==> src/rtl/pc_fetch_pkg.sv <==
// Shared definitions for the PC/sequencing unit: branch funct3 codes, FSM states
// and default vector addresses.
package pc_fetch_pkg;

  localparam logic [2:0] BR_BEQ  = 3'b000;
  localparam logic [2:0] BR_BNE  = 3'b001;
  localparam logic [2:0] BR_BLT  = 3'b100;
  localparam logic [2:0] BR_BGE  = 3'b101;
  localparam logic [2:0] BR_BLTU = 3'b110;
  localparam logic [2:0] BR_BGEU = 3'b111;

  typedef enum logic {
    ST_RUN  = 1'b0,
    ST_TRAP = 1'b1
  } fetch_state_e;

  localparam logic [63:0] DEF_RESET_VECTOR = 64'h0;
  localparam logic [63:0] DEF_TRAP_VECTOR  = 64'h100;

endpackage

==> src/rtl/branch_cond_eval.sv <==
// Evaluates a conditional-branch condition from funct3 and the ALU compare flags.
// Reserved encodings (010, 011) never take.
module branch_cond_eval
  import pc_fetch_pkg::*;
(
  input  logic [2:0] br_op,
  input  logic       zero,
  input  logic       lt,
  input  logic       ltu,
  output logic       cond
);

  always_comb begin
    cond = 1'b0;
    case (br_op)
      BR_BEQ:  cond = zero;
      BR_BNE:  cond = ~zero;
      BR_BLT:  cond = lt;
      BR_BGE:  cond = ~lt;
      BR_BLTU: cond = ltu;
      BR_BGEU: cond = ~ltu;
      default: cond = 1'b0;
    endcase
  end

endmodule

==> src/rtl/pc_fetch_unit.sv <==
// PC register, redirect selection, misaligned-target trap FSM and retire counter
// for the single-cycle core.
module pc_fetch_unit
  import pc_fetch_pkg::*;
#(
  parameter int              XLEN         = 64,
  parameter logic [XLEN-1:0] RESET_VECTOR = XLEN'(DEF_RESET_VECTOR),
  parameter logic [XLEN-1:0] TRAP_VECTOR  = XLEN'(DEF_TRAP_VECTOR),
  parameter int              IALIGN_LOG2  = 2,
  parameter int              CNT_W        = 32
) (
  input  logic             clk,
  input  logic             reset,
  input  logic             stall,
  input  logic             branch,
  input  logic [2:0]       br_op,
  input  logic             jump,
  input  logic             jalr,
  input  logic             zero,
  input  logic             lt,
  input  logic             ltu,
  input  logic [XLEN-1:0]  imm,
  input  logic [XLEN-1:0]  rs1,
  input  logic             trap_ack,
  output logic [XLEN-1:0]  pc_current,
  output logic [XLEN-1:0]  pc_plus4,
  output logic             branch_taken,
  output logic             trap_valid,
  output logic [XLEN-1:0]  trap_epc,
  output logic [XLEN-1:0]  trap_badaddr,
  output logic [CNT_W-1:0] retire_cnt
);

  fetch_state_e    state, state_nxt;
  logic            cond, misaligned;
  logic            do_trap, do_retire, do_ack;
  logic [XLEN-1:0] pc_imm, jalr_tgt, target, next_pc;

  branch_cond_eval u_cond (
    .br_op (br_op),
    .zero  (zero),
    .lt    (lt),
    .ltu   (ltu),
    .cond  (cond)
  );

  assign pc_plus4     = pc_current + XLEN'(4);
  assign pc_imm       = pc_current + imm;
  assign jalr_tgt     = (rs1 + imm) & ~XLEN'(1);
  assign branch_taken = jalr | jump | (branch & cond);
  assign target       = jalr ? jalr_tgt : pc_imm;
  assign next_pc      = branch_taken ? target : pc_plus4;
  // Only a taken redirect can fault; the sequential path stays aligned.
  assign misaligned   = branch_taken & (|target[IALIGN_LOG2-1:0]);

  always_ff @(posedge clk or posedge reset) begin
    if (reset) state <= ST_RUN;
    else       state <= state_nxt;
  end

  always_comb begin
    state_nxt = state;
    case (state)
      ST_RUN:  if (!stall && misaligned) state_nxt = ST_TRAP;
      ST_TRAP: if (trap_ack)             state_nxt = ST_RUN;
      default: state_nxt = ST_RUN;
    endcase
  end

  always_comb begin
    do_trap   = 1'b0;
    do_retire = 1'b0;
    do_ack    = 1'b0;
    case (state)
      ST_RUN: begin
        do_trap   = !stall && misaligned;
        do_retire = !stall && !misaligned;
      end
      ST_TRAP: do_ack = trap_ack;
      default: ;
    endcase
  end

  always_ff @(posedge clk or posedge reset) begin
    if (reset) begin
      pc_current   <= RESET_VECTOR;
      trap_valid   <= 1'b0;
      trap_epc     <= '0;
      trap_badaddr <= '0;
      retire_cnt   <= '0;
    end else begin
      if (do_trap) begin
        pc_current   <= TRAP_VECTOR;
        trap_epc     <= pc_current;
        trap_badaddr <= target;
        trap_valid   <= 1'b1;
      end else if (do_retire) begin
        pc_current   <= next_pc;
        retire_cnt   <= retire_cnt + CNT_W'(1);
      end
      if (do_ack) trap_valid <= 1'b0;
    end
  end

endmodule

==> config.mk <==
export PLATFORM = sky130hd
export DESIGN_NAME = pc_fetch_unit
export DESIGN_NICKNAME = d
export VERILOG_FILES = /design/src/rtl/pc_fetch_pkg.sv /design/src/rtl/branch_cond_eval.sv /design/src/rtl/pc_fetch_unit.sv
export SDC_FILE = /design/constraint.sdc
export NUM_CORES = 1
export LEC_CHECK = 0
export CAP_MARGIN = 0
export CORE_MARGIN = 8
export CORE_UTILIZATION = 50
export CTS_CLUSTER_DIAMETER = 200
export DETAILED_ROUTE_END_ITERATION = 8
export DONT_BUFFER_PORTS = 1
export SYNTH_ARGS = -nofsm -noshare
export SYNTH_HDL_FRONTEND = slang
export SYNTH_SLANG_ARGS = --single-unit
==> constraint.sdc <==
create_clock -name clk -period 15.2 [get_ports clk]
set_input_delay 1.52 -clock clk [delete_from_list [all_inputs] [get_ports clk]]
set_output_delay 1.52 -clock clk [all_outputs]
set_load 0.05 [all_outputs]
== After elaboration in Yosys (flattened, before gate mapping) ==
Index checks and enable logic that the tools add are counted.

* Flip-flop bits (word level): 226
* Input port bits: 141
* Output and inout port bits: 290
* Logic and storage cells: 46

* $add $sub $neg: 4
* Equality and inequality tests: 5
* Muxes and demuxes: 13
* Bitwise logic cells: 9
* Reduce and logical (&&, ||, !) cells: 9

{| class="wikitable"
|+ Operators by type and width
! kind !! count
|-
| $mux W64 || 4
|-
| $add A64 B64 Y64 || 2
|-
| $add A64 B3 Y64 const B || 1
|-
| $add A32 B1 Y32 const B || 1
|-
| $eq A3 B3 Y1 const B || 4
|-
| $mux W1 || 7
|-
| $pmux W1 S6 || 1
|-
| $not A1 Y1 || 5
|-
| $reduce_bool A2 Y1 || 2
|-
| $eq A3 B1 Y1 const B || 1
|-
| $logic_not A3 Y1 || 1
|-
| $and A1 B1 Y1 || 2
|-
| $logic_and A1 B1 Y1 || 2
|-
| $logic_not A1 Y1 || 2
|-
| $or A1 B1 Y1 || 2
|-
| $pmux W1 S2 || 1
|-
| $reduce_and A2 Y1 || 1
|-
| $reduce_or A2 Y1 || 1
|}

== Depth between registers and ports, before layout ==
Gate-level depths: netlist of run 1.

* Depth in word-level cells: 10
* Depth in mapped cells: 12
* Mapped depth without buffers: 12

== Hierarchy ==
Synthesis of run 1 repeated with hierarchy kept, for this count alone.

* Cell total of the unflattened synthesis: 2348
* Area total of the unflattened synthesis: 18507.8 µm²

{| class="wikitable"
|+ Modules (own cells, without submodules)
! module !! instances !! cells an instance !! area an instance (µm²) !! seq. area each (µm²)
|-
| pc_fetch_unit || 1 || 2343 || 18467.7 || 5655.4
|-
| branch_cond_eval || 1 || 5 || 40.0 || 0.0
|}

== Least setup slack after synthesis of run 1 ==
OpenSTA, ideal clock, no wires.

* Path type: register to output
* Start: register pc_current[11]
* End: output port pc_plus4[61]
* Arrival time: 3261 ps
* Data required time: 13680 ps
* Slack: 10419 ps
* Stages on the path, launching flop included: 9
* Path buffers: 1
* Cells stage by stage: dfrtp_1 -> buf_2 -> nand4_1 -> nor3_1 -> nand2_1 -> nor4_1 -> nor2b_1 -> nand3_1 -> xnor2_1

* Cells in the longest elaborated chain, start to end: 1

{| class="wikitable"
|+ Ends and longest elaborated chain
! what !! RTL line !! source
|-
| from (decl) || pc_fetch_unit.sv:25 || <nowiki>output logic [XLEN-1:0] pc_current,</nowiki>
|-
| from (signal assigned) || pc_fetch_unit.sv:98 || <nowiki>pc_current <= next_pc;</nowiki>
|-
| $add A64 B3 Y64 || pc_fetch_unit.sv:47 || <nowiki>assign pc_plus4 = pc_current + XLEN'(4);</nowiki>
|-
| to (decl) || pc_fetch_unit.sv:26 || <nowiki>output logic [XLEN-1:0] pc_plus4,</nowiki>
|}

Every way passes these cells.

== Worst setup path after layout of run 1 ==
* Start: register pc_current[11]
* End: output port pc_plus4[41]

The elaborated chain is that of the path after synthesis.

==> qor.csv, run 1 <==
metric,value,unit
die area,44000,µm²
die boundary height,210,µm
pin count of the biggest net entering global routing,109,
sequential element share of the synthesized area,0.301,
Unique masters post-synth,87,
Tightest Pin Transition,1.41,ns
total global-route track usage,0.348,
shortest period the worst path allows,6.63,ns
global route total overflow,0,
post-cts sizing count,0,
clock tree from TritonCTS,yes,
worst slew margin relative to its limit,0.0519,
mapped cell area,18800,µm²
clock root buffer,clkbuf_16,
Slowest cell on crit path,xor2_1,
number of primary I/O pins,431,
number of global-route vias before repair,17800,
core region area,37300,µm²
number of hold violations in the final report,0,
Leakage Power,9.09,nW
first-pass GRT wire length,118,mm
"CP delay by family, top",simple AND/OR/NAND/NOR gates,
total count of max-transition violations in the final report,0,
share of final-layout standard cells stronger than drive strength 1,0.0649,
CP required,13.68,ns
# Post-CTS Setup Buffers,0,
Async SR Flop Fraction,1.00,
antenna violation net count after detailed routing,0,
Final Non-Filler Cells,2892,
period utilization,0.436,
maximum cell stage delay along the critical path,0.85,ns
number of synthesized flops with an enable pin,0,
Worst Setup Path Type,reg2out,
maxcap violations,0,
WL final,80.2,mm
Cells after Synth,2424,
number of detailed-route iterations in the first pass,6,
clock-pin transition on the worst setup and hold timing paths,0.06,ns
worst hold-check path type,reg2reg,
"Data arrival, critical path",5.11,ns
nature of the critical path startpoint,register,
flop and latch count out of synthesis,226,
total via count after detailed routing,18800,
via/cell ratio,6.51,
hold buffer count at CTS,0,
layout overhead on the synthesized area,8.24,%
DRC violation count after routing,0,
CP Capture Type,output port,
YS warnings,0,
x dimension of the die,210,µm
Pwr Density,199,nW/µm²
launch point of the critical path,pc_current[11],
logic depth of the worst register-to-register path,11,
Mapped Avg Cell Area,7.75,µm²
worst-case clock skew,0.0155,ns
post-synth net total,2694,
final setup TNS,0,ns
Min-Delay Startpoint,state,
Num CTS Buffers,27,
Final Net Count,2669,
IO Port Bufs,0,
count of endpoints failing setup in the final report,0,
cell depth of the worst min-delay path,2,
clock sinks,226,
detail-routed net length per standard cell,27.7,µm
Inst Count DP,2844,
violation count after the first detailed-routing iteration,1784,
Worst-Skew Late Latency,0.58,ns
crit path buf inv count,0,
half-perimeter wire length of the detailed placement result,64.1,mm
Final Wtd Congestion,0.997,
peak supply drop,0.000127,V
Levels on crit path,7,
beginning of the worst register-to-register path,pc_current[11],
Starting Density,0.504,
most frequently used flop master after synthesis,dfrtp_1,
maximum clock frequency,151,MHz
peak fanout along the critical path,10,
Placement Rows,71,
level count of the clock H-tree,1,
"most used cell, CP",nand2_1,
ordered list of cells on the worst path,nand4_1 > nor3_1 > nand2_1 > nor2_1 > nand2_1 > nor3_2 > xor2_1,
number of antenna violations at the first check in global routing,1,
antenna fix cells,0,
outcome,"complete, no violations",
Max clock buf depth,3,
setup repair after global routing missed its margin,false,
==> sequential cells by signal, summed over array words and instances, names as in the netlist <==
name,cells
trap_valid,1
pc_current,64
trap_badaddr,64
retire_cnt,32
state,1
trap_epc,64
==> through the flow <==
step | utilization | power (mW) | worst slack (ns) | hold WS (ns) | instance area, µm²
2_1_floorplan | - | 2.82 | 7.49 | 0.532 | 18800
3_3_place_gp | 0.522 | 3.36 | 9.42 | 0.586 | 19500
3_5_place_dp | 0.522 | 3.38 | 9.34 | 0.597 | 19500
4_1_cts | 0.545 | 4.03 | 8.73 | 0.607 | 20300
5_1_grt | 0.545 | 4.22 | 8.51 | 0.663 | 20300
6_report | 0.545 | 4.04 | 8.57 | 0.620 | 20300
==> final cells by class <==
type	count	area (µm²)
Fill cell	3620	17000
Multi-Input combinational cell	2017	12500
Sequential cell	226	5660
Clock buffer	39	801
Tap cell	474	593
Timing Repair Buffer	70	526
Inverter	57	221
Clock inverter	9	70.1
==> routing by layer <==
| layer | vias up | track usage | part of all wire |
|---|---|---|---|
| met4 | 2 | 0.149 | 0.046 |
| li1 | 8639 | - | - |
| met3 | 186 | 0.0823 | 0.10 |
| met5 | - | 0 | 0.00016 |
| met1 | 8987 | 0.441 | 0.40 |
| met2 | 1006 | 0.564 | 0.46 |
==> cell usage after synthesis, types with 16 or more instances <==
cell type	instances	share of area
o21ai_1	17	0.0045
nand2_1	465	0.093
nor2_1	161	0.032
o21bai_1	26	0.010
mux2i_1	26	0.014
clkbuf_1	100	0.020
ha_1	127	0.085
xnor2_1	141	0.066
o211ai_1	16	0.0064
dfrtp_1	226	0.30
nand4_1	53	0.018
o21ai_0	203	0.054
and3_1	33	0.011
or3_1	19	0.0063
inv_1	56	0.011
nand3_1	68	0.018
a31oi_1	39	0.013
a21oi_1	218	0.058
a21o_1	37	0.015
a221oi_1	22	0.010
nor3_1	37	0.0099
xor2_1	68	0.032
o21a_1	19	0.0076
nand2b_1	17	0.0057
==> worst register-to-register path, stage by stage (launching register included) <==
cell and delay (ns):
dfrtp_1 0.82, nand4_1 0.34, nor3_1 0.62, nand2_1 0.39
nor2_1 0.66, nand2_1 0.30, nor3_2 0.56, nand3_1 0.18
xnor2_1 0.18, buf_4 0.23, a21oi_1 0.30, a21oi_1 0.11
==> where the power goes <==
group	switching, mW	internal, mW
logic	1.07	0.527
clock network	0.282	0.366
registers	1.02	0.785
==> cell families (layout without fill, tap and decap cells) <==
kind of cell | count (synthesis) | count (layout) | share of synthesized area
AOI/OAI and AO/OA | 713 | 713 | 0.234
xor gates and xnor gates | 209 | 209 | 0.0974
adders and majority gates | 129 | 129 | 0.0867
buffers and inverters | 181 | 175 | 0.0372
DFF | 226 | 226 | 0.301
muxes | 32 | 32 | 0.0174
and+or+nand+nor | 934 | 934 | 0.226
==> placed cells by master (no fill, tap or decap), types with 68 or more instances in the layout <==
| cell type | Yosys | routed |
|---|---|---|
| nand2_1 | 465 | 464 |
| xor2_1 | 68 | 68 |
| o21ai_0 | 203 | 203 |
| a21oi_1 | 218 | 218 |
| xnor2_1 | 141 | 141 |
| nand3_1 | 68 | 68 |
| nor2_1 | 161 | 158 |
| dfrtp_1 | 226 | 226 |
| buf_4 | 2 | 70 |
| ha_1 | 127 | 127 |
==> final timing paths <==
| check | slack, ns | to |
|---|---|---|
| min in group asynchronous | 0.90 | trap_epc[6] |
| max in group asynchronous | 12.86 | trap_badaddr[0] |
| hold / removal | 0.62 | state |
| setup / recovery | 8.57 | pc_plus4[41] |
| setup reg to reg | 10.37 | pc_current[45] |
| hold reg to reg | 0.62 | state |
No activity file was read; power rests on OpenSTA's default activity.
==> inputs of run 2 (changes only) <==
--- a/config.mk
+++ b/config.mk
@@ -11,6 +11,7 @@
 export CTS_CLUSTER_DIAMETER = 200
 export DETAILED_ROUTE_END_ITERATION = 8
 export DONT_BUFFER_PORTS = 1
+export PLACE_DENSITY = 0.68
 export SYNTH_ARGS = -nofsm -noshare
 export SYNTH_HDL_FRONTEND = slang
 export SYNTH_SLANG_ARGS = --single-unit
==> constraint.sdc (replaced) <==
create_clock -name clk -period 5.32 [get_ports clk]
set_input_delay 0.532 -clock clk [delete_from_list [all_inputs] [get_ports clk]]
set_output_delay 0.532 -clock clk [all_outputs]
set_load 0.05 [all_outputs]
==> qor.csv, run 2 (synthesized netlist as in run 1, its figures left out) <==
metric,value,unit,change
worst setup timing slack at the placement stage,0.986,ns,-8.36 ns
Num CTS Buffers,27,,unchanged
Final Wtd Congestion,1.09,,+8.9%
maximum clock frequency,208,MHz,
first-pass GRT wire length,119,mm,+1.6%
number of hold violations in the final report,0,,unchanged
count of endpoints failing setup in the final report,0,,unchanged
Pwr Density,570,nW/µm²,+190%
Final WS setup,0.521,ns,-8.05 ns
Worst-Skew Late Latency,0.58,ns,about the same
area post-placement,19700,µm²,+1.2%
"CP delay by family, top",simple AND/OR/NAND/NOR gates,,
final setup TNS,0,ns,unchanged
via/cell ratio,6.65,,+2.3%
area taken by multi-input logic gates,12500,µm²,about the same
Post-Route Hold Slack,0.0392,ns,-0.581 ns
crit path buf inv count,2,,+2
IO Port Bufs,0,,unchanged
worst-case clock skew,0.0176,ns,+0.00212 ns
peak supply drop,0.000341,V,+170%
detail-routed net length per standard cell,28.0,µm,+0.96%
die area,44000,µm²,unchanged
clock tree from TritonCTS,yes,,
"commonest non-fill, non-tap cell in the layout",nand2_1,,
Largest regs,"pc_current: 64 flops, trap_badaddr: 64 flops, trap_epc: 64 flops",,
ordered list of cells on the worst path,nand3_1 > nor3_1 > nand2_1 > nor2_1 > buf_4 > nand2_1 > nor3_2 > nand3_1 > xnor2_1 > buf_6,,
global route total overflow,0,,unchanged
number of primary I/O pins,431,,unchanged
total global-route track usage,0.354,,+0.00551
total count of max-transition violations in the final report,0,,unchanged
level count of the clock H-tree,1,,unchanged
Slowest cell on crit path,dfrtp_1,,
die boundary height,210,µm,unchanged
share of final-layout standard cells stronger than drive strength 1,0.0753,,+0.0104
worst slew margin relative to its limit,0.0625,,+0.0106
core region area,37300,µm²,unchanged
nature of the critical path startpoint,register,,
post-cts sizing count,0,,unchanged
number of global-route vias before repair,18300,,+2.9%
total via count after detailed routing,19400,,+3.2%
maximum cell stage delay along the critical path,0.86,ns,about the same
Max clock buf depth,3,,unchanged
shortest period the worst path allows,4.80,ns,
x dimension of the die,210,µm,unchanged
layout overhead on the synthesized area,9.75,%,
Placement Rows,71,,unchanged
"Data arrival, critical path",4.27,ns,-0.84 ns
outcome,"complete, no violations",,
period utilization,0.902,,
DRC violation count after routing,0,,unchanged
Starting Density,0.504,,unchanged
peak fanout along the critical path,8,,-2
violation count after the first detailed-routing iteration,1873,,+5.0%
maxcap violations,0,,unchanged
clock sinks,226,,unchanged
CP required,4.79,ns,-8.89 ns
CP Capture Type,output port,,
setup slack of the most critical reg-to-reg path,1.07,ns,-9.30 ns
Worst Setup Path Type,reg2out,,
worst hold-check path type,in2async,,
pin count of the biggest net entering global routing,128,,+17%
"top library cells by usage in the layout, fill and taps aside","nand2_1, dfrtp_1, a21oi_1",,
Fillers,3532,,-2.4%
clock-pin transition on the worst setup and hold timing paths,0.06,ns,about the same
Tightest Pin Transition,1.40,ns,-0.0158 ns
hold buffer count at CTS,0,,unchanged
Seq. cell area,5660,µm²,unchanged
setup repair after global routing missed its margin,false,,
"final std cell area, no fill",20600,µm²,+1.4%
number of antenna violations at the first check in global routing,0,,-1
Leakage Power,9.26,nW,+1.8%
clock root buffer,clkbuf_16,,
antenna violation net count after detailed routing,0,,unchanged
half-perimeter wire length of the detailed placement result,64.6,mm,+0.90%
Final Net Count,2694,,+0.94%
# Post-CTS Setup Buffers,0,,unchanged
WL final,81.7,mm,+1.9%
antenna fix cells,0,,unchanged
number of detailed-route iterations in the first pass,6,,unchanged
run 2: cell types whose count changed in the layout (fill, tap and decap cells not counted):
cell | before | now
buf_4 | 70 | 89
buf_12 | 0 | 4
buf_6 | 0 | 2
clkbuf_1 | 4 | 2
clkinvlp_4 | 1 | 3
bufinv_16 | 0 | 1
clkbuf_8 | 8 | 9
clkinv_4 | 2 | 1
inv_6 | 0 | 1
inv_8 | 1 | 0
nor2_1 | 158 | 159
nor2_2 | 1 | 0
run 2: metrics by stage:
stage          power, mW  instances   util
2_1_floorplan       8.05       2424      -
3_3_place_gp        9.69       2869  0.528
4_1_cts             11.7       2918  0.553
5_1_grt             12.2       2918  0.553
3_5_place_dp        9.74       2869  0.528
6_report            11.8       2918  0.553
run 2: final timing paths:
| path | depth (start not counted) | to | from |
|---|---|---|---|
| worst max-delay path | 10 | pc_plus4[45] | pc_current[10] |
| worst min-delay path | 1 | pc_current[3] | reset |
| worst max register to register | 11 | trap_badaddr[36] | pc_current[7] |
| worst min register to register | 2 | trap_epc[18] | pc_current[18] |
| max in group asynchronous | 2 | pc_current[21] | reset |
| min in group clk | 1 | state | trap_ack |
run 2: area by class of cell:
cell class              instances  share of cell area
repair buffers                 95              0.0374
flip-flops and latches        226               0.274
multi-input cells            2017               0.605
well taps                     474              0.0288
inverters                      57              0.0106
clock buffers                  38              0.0391
clock inverters                11             0.00522
run 2: report_power, final:
part	total (mW)	switching, mW	internal [mW]
registers	5.01	2.76	2.25
clock network	1.92	0.806	1.11
logic	4.83	3.26	1.57
run 2: routing by layer:
layer	GRT usage	vias up	share of wire
met2	0.558	1199	0.45
met5	0	-	0
li1	-	8687	-
met3	0.108	242	0.12
met4	0.164	0	0.051
met1	0.440	9290	0.38
